[config.mk]
export PLATFORM = sky130hd
export DESIGN_NAME = int_sequencer
export DESIGN_NICKNAME = d
export VERILOG_FILES = /design/src/rtl/int_sequencer.sv
export SDC_FILE = /design/constraint.sdc
export NUM_CORES = 1
export LEC_CHECK = 0
export ABC_AREA = 1
export ABC_CLOCK_PERIOD_IN_PS = 1870
export BUFFER_PORTS_ARGS = -buffer_cell sky130_fd_sc_hd__buf_2
export CAP_MARGIN = 20
export CELL_PAD_IN_SITES_DETAIL_PLACEMENT = 1
export CELL_PAD_IN_SITES_GLOBAL_PLACEMENT = 1
export CORE_MARGIN = 3
export CORE_UTILIZATION = 31
export DETAILED_ROUTE_END_ITERATION = 7
export GPL_TIMING_DRIVEN = 1
export PLACE_DENSITY = 0.8
export SETUP_SLACK_MARGIN = 0.4
export SYNTH_ARGS = -nofsm -noshare
export SYNTH_HDL_FRONTEND = slang
export SYNTH_SLANG_ARGS = --single-unit
[constraint.sdc]
create_clock -name clk -period 1.87 [get_ports clk]
set_input_delay 0.374 -clock clk [delete_from_list [all_inputs] [get_ports clk]]
set_output_delay 0.374 -clock clk [all_outputs]
set_load 0.02 [all_outputs]
[src/rtl/int_sequencer.sv]
// int_sequencer: interrupt sequencer between the flag sources and the CPU.
// Applies IE masking and two-level IP priority, tracks in-service levels
// for nesting, raises a vectored-call request at instruction boundaries,
// strobes hardware flag clears when a vector is taken, and retires the
// in-service level on RETI.
//
// Handshake: int_req rises one cycle after an accepted instr_boundary and
// stays high, with int_vector/int_src frozen, until int_ack is seen. The
// cycle after int_ack, int_req drops and flag_clr pulses for one cycle.
// int_ack while int_req is low is ignored.
//
// The FSM state is directly visible as int_req (high exactly in REQ).
//
// Optional build macro INT_SEQ_STATUS_EN adds the pend_vec and nest_err
// debug outputs.
module int_sequencer #(
    parameter logic [15:0] VEC_BASE   = 16'h0003,
    parameter int unsigned VEC_STRIDE = 8,
    parameter int unsigned NSRC       = 5
) (
    input  logic            clk,
    input  logic            rst,
    input  logic [7:0]      ie,
    input  logic [NSRC-1:0] ip,
    input  logic [NSRC-1:0] src_pend,
    input  logic [NSRC-1:0] src_autoclr,
    input  logic            instr_boundary,
    input  logic            reti,
    input  logic            sfr_ie_ip_wr,
    input  logic            int_ack,
    output logic            int_req,
    output logic [15:0]     int_vector,
    output logic [NSRC-1:0] int_src,
    output logic [NSRC-1:0] flag_clr,
    output logic            isr_hi,
    output logic            isr_lo
`ifdef INT_SEQ_STATUS_EN
    ,
    output logic [NSRC-1:0] pend_vec,
    output logic            nest_err
`endif
);

    typedef enum logic {
        IDLE = 1'b0,
        REQ  = 1'b1
    } state_t;

    state_t          state;
    state_t          state_next;
    logic            hold;
    logic            lvl_hi;

    logic [NSRC-1:0] cand;
    logic [NSRC-1:0] hi_cand;
    logic [NSRC-1:0] sel;
    logic            win_hi;
    logic            win_valid;
    logic [2:0]      win_idx;
    logic [15:0]     win_vec;
    logic            eligible;
    logic            blocked;
    logic            take;
    logic            ack_take;
    logic            clr_hi;
    logic            clr_lo;

    // IE bits 6:5 are reserved and do not take part in arbitration.
    logic            unused_ie;
    assign unused_ie = ^ie[6:5];

    // Candidate masking, priority pick and eligibility against in-service levels.
    always_comb begin
        cand      = {NSRC{ie[7]}} & ie[NSRC-1:0] & src_pend;
        hi_cand   = cand & ip;
        win_hi    = |hi_cand;
        win_valid = |cand;
        sel       = win_hi ? hi_cand : cand;
        win_idx   = '0;
        for (int i = NSRC - 1; i >= 0; i--) begin
            if (sel[i]) begin
                win_idx = 3'(i);
            end
        end
        win_vec  = VEC_BASE + 16'(VEC_STRIDE) * 16'(win_idx);
        eligible = win_valid && !isr_hi && (win_hi || !isr_lo);
        blocked  = hold || reti || sfr_ie_ip_wr;
        take     = (state == IDLE) && instr_boundary && !blocked && eligible;
        ack_take = (state == REQ) && int_ack;
        // RETI retires the highest active level only.
        clr_hi   = reti && isr_hi;
        clr_lo   = reti && !isr_hi && isr_lo;
    end

    // FSM state register.
    always_ff @(posedge clk or posedge rst) begin
        if (rst) begin
            state <= IDLE;
        end else begin
            state <= state_next;
        end
    end

    // FSM next-state: a boundary launches a request, the ack ends it.
    always_comb begin
        state_next = state;
        case (state)
            IDLE:    if (take)    state_next = REQ;
            REQ:     if (int_ack) state_next = IDLE;
            default: state_next = IDLE;
        endcase
    end

    assign int_req = (state == REQ);

    // Request payload, level latch, hold, flag-clear strobe and in-service bits.
    always_ff @(posedge clk or posedge rst) begin
        if (rst) begin
            hold       <= 1'b0;
            lvl_hi     <= 1'b0;
            int_src    <= '0;
            int_vector <= '0;
            flag_clr   <= '0;
            isr_hi     <= 1'b0;
            isr_lo     <= 1'b0;
        end else begin
            // Any boundary consumes the hold, so exactly one instruction runs
            // after RETI or an IE/IP write before a new vector is taken.
            hold     <= instr_boundary ? 1'b0 : (hold || reti || sfr_ie_ip_wr);
            flag_clr <= ack_take ? (int_src & src_autoclr) : '0;
            if (take) begin
                int_src    <= NSRC'(1) << win_idx;
                int_vector <= win_vec;
                lvl_hi     <= win_hi;
            end else if (ack_take) begin
                int_src    <= '0;
                int_vector <= '0;
            end
            // Retire first, then record the newly accepted level.
            isr_hi <= (isr_hi && !clr_hi) || (ack_take && lvl_hi);
            isr_lo <= (isr_lo && !clr_lo) || (ack_take && !lvl_hi);
        end
    end

`ifdef INT_SEQ_STATUS_EN
    // Debug readback: currently eligible candidates and sticky RETI underflow.
    always_ff @(posedge clk or posedge rst) begin
        if (rst) begin
            pend_vec <= '0;
            nest_err <= 1'b0;
        end else begin
            pend_vec <= cand & (isr_hi ? '0 : (isr_lo ? ip : '1));
            nest_err <= nest_err || (reti && !isr_hi && !isr_lo);
        end
    end
`endif

endmodule

==> reports/qor.yml <==
cap_violations: 0
antenna_cells: 0
endpoint_kind: "flip-flop"
status: "completed"
cts_buffer_depth: 2
clk_latency_ns: 0.29
setup_slack_ns: 0.472
drive_gt1_frac: 0.414
power.density_nw_per_um2: 679
crit_fanout: 8
cts_tree: "built"
grt_max_degree: 20
firstDrtPassIters: 4
vias: 1008
worst_pin_slew_ns: 0.700
avgSynthCellArea_um2: 8.49
drt-initial-drc-count: 50
ant_nets: 0
critical_path.top_delay_family: "simple AND/OR/NAND/NOR gates"
start_util: 0.330
ys_types: 28
drc_errors: 0
grt_pass1_vias: 1024
place_inst: 221
worst-path-buf-inv: 2
grt_setup_unrepaired: "true"
place.gp.congestion: 0.803
syn-cell-area_um2: 1130
timing.final.crit_share: 0.748
fin_nets: 211
synthToLayoutAreaGrowth_pct: 26.7
fin_setup_tns_ns: 0
crit_chain: "clkbuf_4 -> nand4_1 -> nand3_2 -> nor2_8 -> nand2_4 -> nand2_4 -> inv_2 -> nor2_8 -> nand2_1 -> o21ai_1"
antenna_found_initial: 0
power_w: 0.000972
min_period_ns: 1.40
worstPathRequired_ns: 2.09
startpoint_type: "input pin"
finalSetupViolations: 0
yosys_warnings: 0
core_area_um2: 3420
grtUsageTotal: 0.131
die-height_um: 66.3
detail_route.wl_per_cell_um: 12.3
critPathSlowestCell: "nor2_8"
wl_um: 2800
synth-seq-area-share: 0.421
pin_count: 58
path_class: "input pin to flip-flop"
place_ws_ns: 0.146
die-area_um2: 4400
syn_inst: 133
min_path_type: "input pin to async pin"
slew_headroom: 0.533
p_leak_nw: 0.821
clk_pin_slew_ns: 0.11
dp_hpwl_um: 2390
portBuffers: 44
arrival_ns: 1.62
drv_slew: 0
htree_levels: 1
max_stage_delay_ns: 0.25
grt_overflow_total: 0
synth_seq_cells: 19
fin_skew_ns: 0.00724
cts-buffers-inserted: 3
vdd_drop_max_uv: 226
cts_hold_buf: 0
max_freq_mhz: 715
num_rows: 21
cts-root-buf: "clkbuf_4"
hold_viol_final: 0
final_cells: 227
die_w_um: 66.3
viasPerCell: 4.44
cts_num_sinks: 19
grt_pass1_wl_um: 4550
## layout by cell type, fill, tap and decap left out, types with 3 or more instances in the layout
cell	netlist	routed
buf_4	12	3
dfrtp_1	19	19
nand2_1	36	34
o21ai_0	5	5
conb_1	1	11
clkbuf_4	0	4
buf_2	0	43
nand2_4	4	4
inv_2	3	3
nand3_1	10	9
nand4_1	4	4
inv_1	8	8
nand3_2	2	3
nand2_2	2	4
nor2_1	9	9
## cell type report
class	instances	area (um2)
clock buffer	3	22.5
clock inverter	1	5.00
inverter	12	47.5
tap	46	57.6
timing repair buffer	47	245
fill	436	1990
sequential	19	475
multi-input combinational	99	577
## synth_stat cells
cell	n	area, um2
o21ai_1	2	10.0
o21ai_2	1	8.76
and2_1	1	6.26
inv_4	1	6.26
nand2_4	4	45.0
conb_1	1	3.75
nand3_2	2	20.0
a21oi_1	1	5.00
dfrtp_1	19	475
o21ai_0	5	25.0
o22ai_1	1	6.26
buf_6	1	11.3
nor3_1	1	5.00
nor2_4	1	11.3
o31ai_1	1	7.51
nand2_1	36	135
a211oi_1	1	7.51
inv_2	3	11.3
buf_4	12	90.1
inv_1	8	30.0
nor2_1	9	33.8
nand3_4	1	17.5
nand4_1	4	25.0
nor2_2	1	6.26
nand2_2	2	12.5
nand3_1	10	50.1
nor2_8	2	40.0
o21bai_2	2	22.5
## sequential cells by signal, summed over array words and instances (netlist names)
name,flops
flag_clr,5
hold,1
isr_hi,1
lvl_hi,1
int_src,5
int_req,1
isr_lo,1
int_vector,4
## cells by family (layout without fill, tap and decap cells)
logic type / after synthesis / count (layout) / synth area share
buf+inv: 25 / 63 / 0.132
simple gates: 74 / 74 / 0.361
other cells: 1 / 11 / 0.00332
compound gates: 14 / 14 / 0.0820
flops: 19 / 19 / 0.421
## per-layer routing
metal  global-route usage  vias to the layer above  wire, um
met5                    0                        -         0
met4               0.0178                        0        24
met3               0.0289                        2       255
met2                0.243                       51      1390
met1                0.154                      455      1130
li1                     -                      500         -
## power by group
part	internal [W]	switching [W]
Clock	0.0000794	0.000120
Sequential	0.000452	0.0000276
Combinational	0.0000979	0.000194
## through the flow
step	util	hold slack [ns]	instance area [um2]
finish	0.419	0.175	1430
detailed placement	0.395	0.455	1350
global route	0.419	0.220	1430
floorplan	-	0.325	1170
CTS	0.405	0.200	1380
global placement	0.395	0.449	1350
## timing repair
action                     in CTS  in global routing
setup buffers                   0                  2
gates resized for setup         1                  7
pin swaps                       0                  5
setup endpoints to repair       2                  8
## path summary, 6_finish.rpt
path                                    start                        end  slack, ns  depth (start not counted)
max in group asynchronous                 rst           isr_lo$_DFF_PP0_       1.25                          2
hold / removal                            rst      flag_clr[2]$_DFF_PP0_       0.18                          2
min in group clk               instr_boundary             hold$_DFF_PP0_       0.25                          2
setup reg to reg               hold$_DFF_PP0_     int_src[0]$_DFFE_PP0P_       0.54                          5
hold reg to reg            lvl_hi$_DFFE_PP0P_           isr_lo$_DFF_PP0_       0.49                          1
setup / recovery                        ie[7]  int_vector[3]$_DFFE_PP0P_       0.47                         10
Power figures use the tool's default switching activity.
